$ cat src/rtl/shift_req_sched.sv
// ---------------------------------------------------------------------------
// shift_req_sched
//
// Two requesters, A and B, share one combinational 64-bit ones-fill right
// shifter. The shifter handles 0-31 bits per use. Requesters are arbitrated
// round-robin and may ask for shift amounts of 0-127. Each accepted operation
// is split into passes of at most 31 bits, one pass per clock. The result and
// the requester ID are returned on a valid/ready response port.
//
// Ports:
//   clk, rst                 rising-edge clock, asynchronous active-high reset
//   req_valid_a/b            requester has an operation pending
//   req_ready_a/b            operation accepted this cycle (combinational)
//   D_in_a/b [63:0]          operand
//   samt_a/b [6:0]           shift amount, 0-127 (64 and above give all ones)
//   resp_valid, resp_ready   response handshake
//   D_out [63:0]             shifted result, mirrors the working data register
//   resp_id                  0 = A, 1 = B
//   busy                     scheduler is not idle
//   op_count [CNTW-1:0]      completed responses, wraps
// ---------------------------------------------------------------------------
module shift_req_sched #(
   parameter int CNTW = 16
) (
   input  logic            clk,
   input  logic            rst,
   input  logic            req_valid_a,
   output logic            req_ready_a,
   input  logic [63:0]     D_in_a,
   input  logic [6:0]      samt_a,
   input  logic            req_valid_b,
   output logic            req_ready_b,
   input  logic [63:0]     D_in_b,
   input  logic [6:0]      samt_b,
   output logic            resp_valid,
   input  logic            resp_ready,
   output logic [63:0]     D_out,
   output logic            resp_id,
   output logic            busy,
   output logic [CNTW-1:0] op_count
);

   // Largest shift the shared shifter applies in one pass. It is tied to the
   // 5-bit shifter amount and is not meant to be overridden.
   localparam int MAXP = 31;

   typedef enum logic [1:0] {
      IDLE  = 2'd0,
      SHIFT = 2'd1,
      DONE  = 2'd2
   } state_t;

   state_t          state_q, state_d;
   logic [63:0]     data_q, data_d;
   logic [6:0]      rem_q, rem_d;
   logic            resp_id_q, resp_id_d;
   logic            last_grant_q, last_grant_d;
   logic            resp_valid_q, resp_valid_d;
   logic            busy_q, busy_d;
   logic [CNTW-1:0] op_count_q, op_count_d;

   logic            grant_a;
   logic            grant_b;
   logic [6:0]      sel_samt;
   logic [6:0]      eff_samt;
   logic [63:0]     sel_data;
   logic [4:0]      pass_amt;
   logic [63:0]     shift_out;

   // Round-robin grant. last_grant_q = 1 means B won last time, so A has
   // priority when both requesters are asking. Exactly one grant is high
   // whenever any valid is high.
   always_comb begin
      grant_a = req_valid_a & (~req_valid_b | last_grant_q);
      grant_b = req_valid_b & ~grant_a;
   end

   // Readies depend on the grant and the current state. No accept is
   // possible outside IDLE, which keeps the requesters stalled while an
   // operation is in flight.
   always_comb begin
      req_ready_a = (state_q == IDLE) & grant_a;
      req_ready_b = (state_q == IDLE) & grant_b;
   end

   // Operand selection for the winning requester. Shifts of 64 or more all
   // produce a word of ones, so the amount is clamped to 64. This keeps the
   // worst case at three passes (31, 31, 2).
   always_comb begin
      sel_samt = grant_b ? samt_b : samt_a;
      sel_data = grant_b ? D_in_b : D_in_a;
      eff_samt = (sel_samt > 7'd64) ? 7'd64 : sel_samt;
   end

   // Each pass takes as much of the remaining shift as the shifter can
   // apply, up to 31 bits.
   always_comb begin
      pass_amt = (rem_q > 7'(MAXP)) ? 5'(MAXP) : rem_q[4:0];
   end

   barrel_shift_right_1 u_shifter (
      .D_in  (data_q),
      .samt  (pass_amt),
      .D_out (shift_out)
   );

   // Next-state logic for the scheduler. resp_valid and busy are computed
   // together with the state, so the outputs come straight from flops. A
   // response handshake sends the FSM back to IDLE without accepting a new
   // request in the same cycle. This leaves a one-cycle bubble between
   // operations.
   always_comb begin
      state_d      = state_q;
      data_d       = data_q;
      rem_d        = rem_q;
      resp_id_d    = resp_id_q;
      last_grant_d = last_grant_q;
      resp_valid_d = resp_valid_q;
      busy_d       = busy_q;
      op_count_d   = op_count_q;

      case (state_q)
         IDLE: begin
            if (grant_a | grant_b) begin
               data_d       = sel_data;
               rem_d        = eff_samt;
               resp_id_d    = grant_b;
               last_grant_d = grant_b;
               busy_d       = 1'b1;
               if (eff_samt == 7'd0) begin
                  state_d      = DONE;
                  resp_valid_d = 1'b1;
               end else begin
                  state_d = SHIFT;
               end
            end
         end

         SHIFT: begin
            data_d = shift_out;
            rem_d  = rem_q - {2'b00, pass_amt};
            if (rem_d == 7'd0) begin
               state_d      = DONE;
               resp_valid_d = 1'b1;
            end
         end

         DONE: begin
            if (resp_ready) begin
               state_d      = IDLE;
               resp_valid_d = 1'b0;
               busy_d       = 1'b0;
               op_count_d   = op_count_q + CNTW'(1);
            end
         end

         default: begin
            state_d      = IDLE;
            resp_valid_d = 1'b0;
            busy_d       = 1'b0;
         end
      endcase
   end

   // State register. Reset abandons any operation in flight. It sets
   // last_grant to B so that A wins the first contention.
   always_ff @(posedge clk or posedge rst) begin
      if (rst) begin
         state_q      <= IDLE;
         data_q       <= '0;
         rem_q        <= '0;
         resp_id_q    <= 1'b0;
         last_grant_q <= 1'b1;
         resp_valid_q <= 1'b0;
         busy_q       <= 1'b0;
         op_count_q   <= '0;
      end else begin
         state_q      <= state_d;
         data_q       <= data_d;
         rem_q        <= rem_d;
         resp_id_q    <= resp_id_d;
         last_grant_q <= last_grant_d;
         resp_valid_q <= resp_valid_d;
         busy_q       <= busy_d;
         op_count_q   <= op_count_d;
      end
   end

   // D_out always mirrors the data register. Its value only matters while
   // resp_valid is high.
   always_comb begin
      resp_valid = resp_valid_q;
      D_out      = data_q;
      resp_id    = resp_id_q;
      busy       = busy_q;
      op_count   = op_count_q;
   end

endmodule

// ---------------------------------------------------------------------------
// barrel_shift_right_1
//
// Combinational 64-bit logical right shifter that fills vacated bits with
// ones. It has five binary-weighted stages.
//
// Ports:
//   D_in [63:0]   operand
//   samt [4:0]    shift amount, 0-31
//   D_out [63:0]  D_in shifted right by samt, ones shifted in at the top
// ---------------------------------------------------------------------------
module barrel_shift_right_1 (
   input  logic [63:0] D_in,
   input  logic [4:0]  samt,
   output logic [63:0] D_out
);

   logic [63:0] st1, st2, st4, st8;

   // Each stage applies one bit of the shift amount. Stages cascade from
   // the least significant bit.
   always_comb begin
      st1   = samt[0] ? {1'b1,          D_in[63:1]} : D_in;
      st2   = samt[1] ? {2'b11,         st1[63:2]}  : st1;
      st4   = samt[2] ? {4'hF,          st2[63:4]}  : st2;
      st8   = samt[3] ? {8'hFF,         st4[63:8]}  : st4;
      D_out = samt[4] ? {16'hFFFF,      st8[63:16]} : st8;
   end

endmodule

$ cat config.mk
export PLATFORM = sky130hd
export DESIGN_NAME = shift_req_sched
export DESIGN_NICKNAME = d
export VERILOG_FILES = /design/src/rtl/shift_req_sched.sv
export SDC_FILE = /design/constraint.sdc
export NUM_CORES = 1
export LEC_CHECK = 0
export BUFFER_PORTS_ARGS = -buffer_cell sky130_fd_sc_hd__buf_2
export CAP_MARGIN = 30
export CORE_UTILIZATION = 30
export DETAILED_ROUTE_END_ITERATION = 8
export SLEW_MARGIN = 20
export SYNTH_ARGS = -nofsm -noshare
export SYNTH_HDL_FRONTEND = slang
export SYNTH_HIERARCHICAL = 1
export SYNTH_SLANG_ARGS = --single-unit
$ cat constraint.sdc
create_clock -name clk -period 7.1 [get_ports clk]
set_input_delay 0 -clock clk [delete_from_list [all_inputs] [get_ports clk]]
set_output_delay 0 -clock clk [all_outputs]
set_load 0.02 [all_outputs]
## Word-level counts from Yosys, hierarchy flattened

Cells that the tools add are included.

- Flip-flop bits (word level): 93
- Bits in latches: 0
- Bits in writable memories: 0
- Memory bits (read-only): 0
- Bits of input ports: 147
- Output and inout bits: 85
- Logic and storage cells: 65
- Memories: 0

- Add/sub/neg operators: 2
- $mul: 0
- Div/mod/pow operators: 0
- $lt $le $gt $ge: 2
- Equal/unequal tests: 7
- Shifts and indexed selects: 0
- Mux-type cells: 25
- Bitwise gates (word level): 9
- Reductions and logical operators: 11

Operators by type and width:

| cell | number |
|---|---|
| two-way mux 64 bit | 7 |
| one-hot mux 64 bit (2 select lines) | 1 |
| two-way mux 7 bit | 3 |
| adder 16 x 1 -> 16 bit (second input constant) | 1 |
| zero test 7 bit | 2 |
| one-hot mux 7 bit (2 select lines) | 1 |
| AND reduction 3 bit | 3 |
| two-way mux 2 bit | 4 |
| > comparator 7 x 5 -> 1 bit (second input constant) | 1 |
| > comparator 7 bit (second input constant) | 1 |
| subtractor 7 x 5 -> 7 bit | 1 |
| != test 6 bit (second input constant) | 1 |
| one-hot mux 1 bit (3 select lines) | 2 |
| one-hot mux 2 bit (3 select lines) | 1 |
| AND reduction 2 bit | 3 |
| two-way mux 1 bit | 5 |
| two-way mux 5 bit | 1 |
| bitwise AND 1 bit | 4 |
| != test 2 x 1 -> 1 bit (second input constant) | 2 |
| != test 2 bit (second input constant) | 2 |
| AND reduction 4 bit | 1 |
| NOT 1 bit | 3 |
| == test 2 x 1 -> 1 bit (second input constant) | 1 |
| == test 2 bit (second input constant) | 1 |
| other kinds (3) | 4 |

## Depth between registers and ports, before layout

- Word-level depth: 12
- Gate-level depth with buffers: 12
- Gate-level depth less buffers: 8

## Modules after synthesis

Netlist, hierarchy kept.

By module, submodules not included:

| module | times used | cells an instance | area each (um^2) | sequential area each (um^2) |
|---|---|---|---|---|
| shift_req_sched | 1 | 552 | 5056.1 | 2328.5 |
| barrel_shift_right_1 | 1 | 421 | 3857.4 | 0.0 |

## Least setup slack after synthesis

No wires, ideal clock.

- Path kind: register to register
- From: register rem_q[5]
- To: register data_q[6], in the netlist D_out[6]
- Library setup time: 0.126 ns
- Arrival: 2.511 ns
- Data required time: 6.974 ns
- Slack: 4.463 ns
- Stages on the path, launching flop included: 10
- Path buffers: 3
- Clock period less this slack: 2.637 ns
- Path through: dfrtp_1 > clkbuf_1 > or3_1 > buf_6 > buf_6 > mux4_2 > mux2_4 > a22oi_1 > o211ai_1 > a221o_1

- Elaborated cells on any way between the ends: 8
- Classes of those cells: order compare (1); mux (7)

RTL lines:

| what | RTL line | source |
|---|---|---|
| from (decl) | 55 | `logic [6:0] rem_q, rem_d;` |
| from (signal assigned) | 180 | `rem_q <= rem_d;` |
| > comparator 7 x 5 -> 1 bit | 98 | `pass_amt = (rem_q > 7'(MAXP)) ? 5'(MAXP) : rem_q[4:0];` |
| two-way mux 5 bit | 98 |  |
| net pass_amt[1] | 67 | `logic [4:0] pass_amt;` |
| two-way mux 64 bit | 224 | `st2 = samt[1] ? {2'b11, st1[63:2]} : st1;` |
| two-way mux 64 bit | 225 | `st4 = samt[2] ? {4'hF, st2[63:4]} : st2;` |
| two-way mux 64 bit | 226 | `st8 = samt[3] ? {8'hFF, st4[63:8]} : st4;` |
| two-way mux 64 bit | 227 | `D_out = samt[4] ? {16'hFFFF, st8[63:16]} : st8;` |
| net shift_out[6] | 68 | `logic [63:0] shift_out;` |
| one-hot mux 64 bit (2 select lines) | 122 | `case (state_q)` |
| to (signal assigned) | 179 | `data_q <= data_d;` |
| to (decl) | 54 | `logic [63:0] data_q, data_d;` |

The timed path passes the listed nets, and every way through them passes these cells. The select of a mux whose other input is x is not followed.
A chain may end at the register's enable or synchronous reset.

## Final worst setup path

- From: register rem_q[5]
- To: register data_q[1], in the netlist D_out[1]

Same word-level chain as after synthesis.

==> flow_metrics.env <==
export IMPL_outcome="completed"
export IMPL_start_util_pct=30.8
export IMPL_vias=9095
export IMPL_io_buffers=231
export IMPL_final_cell_mix="buf_2, nand2_1, dfrtp_1"
export IMPL_wl_um=33500
export IMPL_reg2regPathDepth=7
export IMPL_grt_usage_pct=22.0
export IMPL_insertion_delay_ps=360
export IMPL_critPathMaxFanout=53
export IMPL_cts_resized=0
export IMPL_synth_edff_count=0
export IMPL_avgViaCountPerCell=5.95
export IMPL_synth_flop_cell="dfrtp_1"
export IMPL_postCtsSetupBuffers=0
export IMPL_async_reset_ff_share_pct=100
export IMPL_cts_root_buf="clkbuf_16"
export IMPL_worstSetupStartpointType="flip-flop"
export IMPL_whs_endpoint="rem_q[0]"
export IMPL_cts_tree="built"
export IMPL_die_area_sq_mm=0.0304
export IMPL_ant_nets=0
export IMPL_path_buf_inv=1
export IMPL_gp_congestion=0.996
export IMPL_cts_inserted_buffers=9
export IMPL_grt_ovfl_total=0
export IMPL_wire_per_inst_um=21.9
export IMPL_synth_seq_area_share_pct=26.1
export IMPL_die_w_um=174
export IMPL_period_share_pct=50.1
export IMPL_grt_pass1_vias=8509
export IMPL_fillCellCount=2924
export IMPL_critPathMaxStageDelay_ps=760
export IMPL_h_tree_depth=3
export IMPL_grt_max_degree=69
export IMPL_drv_cap=0
export IMPL_num_rows=62
export IMPL_grt_pass1_wl_um=52000
export IMPL_path_cells="or3_4, buf_4, mux2_2, mux4_2, a22oi_1, nand3_1, a221o_1"
export IMPL_worst_ep_arrival_time_ps=3800
export IMPL_multi_input_area_sq_mm=0.00608
export IMPL_netlist_area_sq_mm=0.00891
export IMPL_mostFrequentLayoutCell="buf_2"
export IMPL_finalSetupTns_ps=0
export IMPL_cts_reportedPaths_clkPinSlew_ps=70
export IMPL_worstMarginPinSlew_ps=902
export IMPL_nets=1289
export IMPL_syn_area_per_cell_sq_um=9.16
export IMPL_io_pins=232
export IMPL_ys_ff_latch=93
export IMPL_path_class="flip-flop to flip-flop"
export IMPL_placed_cells=1508
export IMPL_fin_skew_ps=18.1
export IMPL_n_antenna_cell=0
export IMPL_seq_area_sq_mm=0.00233
export IMPL_rrSetupSlack_ps=3550
export IMPL_dp_hpwl_um=25000
export IMPL_slew_viol_final=0
export IMPL_ir_worst_vdd_mv=0.286
export IMPL_crit_slowest_cell="or3_4"
export IMPL_synthesis_instances=973
export IMPL_relSlewSlack_pct=39.8
export IMPL_first_pass_iters=6
export IMPL_area_delta_synth_final_pct=18.6
export IMPL_die_y_um=174
export IMPL_cp_end_kind="flip-flop"
export IMPL_finalSetupViolations=0
export IMPL_synth_nets=1122
export IMPL_cts_buffer_depth=2
export IMPL_rr_endpoint="D_out[1]"
export IMPL_antenna_found_initial=0
export IMPL_cts_sinks=93
export IMPL_first_iter_violations=858
export IMPL_hold_violations=0
export IMPL_whs_path_depth=3
export IMPL_yosysUniqueCellTypes=66
export IMPL_yosys_warnings=6
export IMPL_crit_family="multiplexers"
export IMPL_p_leak_nw=4.53
export IMPL_rsz0062_at_grt="no"
export IMPL_core_area_sq_mm=0.0289
export IMPL_whs_ps=22.7
export IMPL_drc=0
export IMPL_power_density_mw_per_mm2=635
export IMPL_final_min_clock_period_ps=3550
export IMPL_reg2reg_from="rem_q[5]"
export IMPL_drive_gt1_share_pct=34.1
export IMPL_hold_path_startpoint="samt_b[0]"
export IMPL_fin_cells=1529
export IMPL_worstPathRequired_ps=7340
export IMPL_hold_path_class="input pin to flip-flop"
export IMPL_fmax_mhz=281
==> how the worst max path moves through the flow <==
stage | end | depth (start not counted) | from | slack, ps
after CTS | D_out[1] | 7 | rem_q[5] | 3520
after detailed placement | D_out[1] | 7 | rem_q[5] | 3550
after global placement | D_out[1] | 7 | rem_q[5] | 3630
final | D_out[1] | 7 | rem_q[5] | 3550
after global routing | D_out[1] | 7 | rem_q[5] | 3320
after floorplan | D_out[6] | 9 | rem_q[5] | 4460
==> metal layers <==
metal | share of wire [%] | GRT usage (%) | wire [um]
met1 | 43 | 30.5 | 14500
met2 | 47 | 35.1 | 15800
met3 | 7.3 | 3.32 | 2440
met4 | 2.2 | 6.43 | 742
met5 | 0 | 0 | 0
==> final cells by class <==
cell class / instances / share of cell area (%)
repair buffers: 251 / 12.8
multi-input cells: 772 / 57.5
clock buffers: 12 / 2.33
inverters: 13 / 0.473
flip-flops and latches: 93 / 22.0
clock inverters: 4 / 0.296
well taps: 384 / 4.54
==> power breakdown <==
part | internal (mW) | leakage, nW | switching, mW | total (mW)
combinational | 2.14 | 3.29 | 2.88 | 5.01
sequential | 0.787 | 1.11 | 0.437 | 1.22
clock | 0.249 | 0.125 | 0.234 | 0.483
==> worst reg2reg max path: stages (launching register included) <==
cell and delay, ps:
dfrtp_1 520, or3_4 760, buf_4 560, mux2_2 460, mux4_2 520, a22oi_1 170, nand3_1 120, a221o_1 330
==> cells by family (layout without fill, tap and decap cells) <==
logic type / Yosys count / in the layout / share of synthesized area, %
multiplexers: 161 / 161 / 25.7
AO/OA/AOI/OAI: 296 / 296 / 24.9
adder cells (fa/ha/maj): 2 / 2 / 0.281
XOR/XNOR: 17 / 17 / 1.67
buffers and inverters: 108 / 280 / 6.23
AND/OR/NAND/NOR: 296 / 296 / 15.1
flip-flops: 93 / 93 / 26.1
==> per-stage QoR <==
stage	utilization (%)	setup WS (ps)	cell area (sq um)	power, mW
after global placement	35.2	3630	10200	6.08
after floorplan	-	4460	8910	4.74
final	36.5	3550	10600	6.72
after CTS	36.5	3520	10600	6.64
after detailed placement	35.4	3550	10200	6.13
after global routing	36.5	3320	10600	7.11
==> synth_stat cells, types with 4 or more instances <==
| cell type | count | share of area (%) |
|---|---|---|
| nor2_1 | 28 | 1.2 |
| xor2_1 | 6 | 0.59 |
| nor3_1 | 7 | 0.39 |
| nand2_1 | 176 | 7.4 |
| mux2i_1 | 54 | 6.1 |
| xnor2_1 | 11 | 1.1 |
| o21ai_0 | 22 | 1.2 |
| clkbuf_1 | 34 | 1.4 |
| buf_6 | 10 | 1.3 |
| o2bb2ai_1 | 4 | 0.39 |
| buf_4 | 6 | 0.51 |
| nor2b_1 | 9 | 0.63 |
| nand4_1 | 6 | 0.42 |
| o2bb2a_1 | 4 | 0.45 |
| o22ai_1 | 19 | 1.3 |
| a2bb2oi_1 | 10 | 0.98 |
| mux4_2 | 48 | 12 |
| o21ai_1 | 9 | 0.51 |
| or3_1 | 10 | 0.70 |
| or2_2 | 6 | 0.42 |
| a21oi_1 | 15 | 0.84 |
| o211ai_1 | 11 | 0.93 |
| o22a_1 | 4 | 0.39 |
| nor3b_1 | 5 | 0.42 |
| mux2_2 | 57 | 7.2 |
| and3_1 | 6 | 0.42 |
| buf_2 | 41 | 2.3 |
| a221o_1 | 62 | 7.0 |
| nand2b_1 | 6 | 0.42 |
| dfrtp_1 | 92 | 26 |
| a22oi_1 | 42 | 3.5 |
| a31oi_1 | 67 | 4.7 |
| and2_1 | 5 | 0.35 |
| nand3_1 | 20 | 1.1 |
| inv_1 | 12 | 0.51 |
==> registers in the layout (all words and copies together), names as in the netlist <==
register      flops
resp_id           1
op_count         16
D_out            64
state_q           2
busy              1
rem_q             7
last_grant_q      1
resp_valid        1
==> what timing repair did <==
item                       CTS  global route
setup endpoints to repair    0             0
hold buffers                 4             0
hold endpoints to repair    37             0
Note: power is estimated with default switching activity, not from simulation.
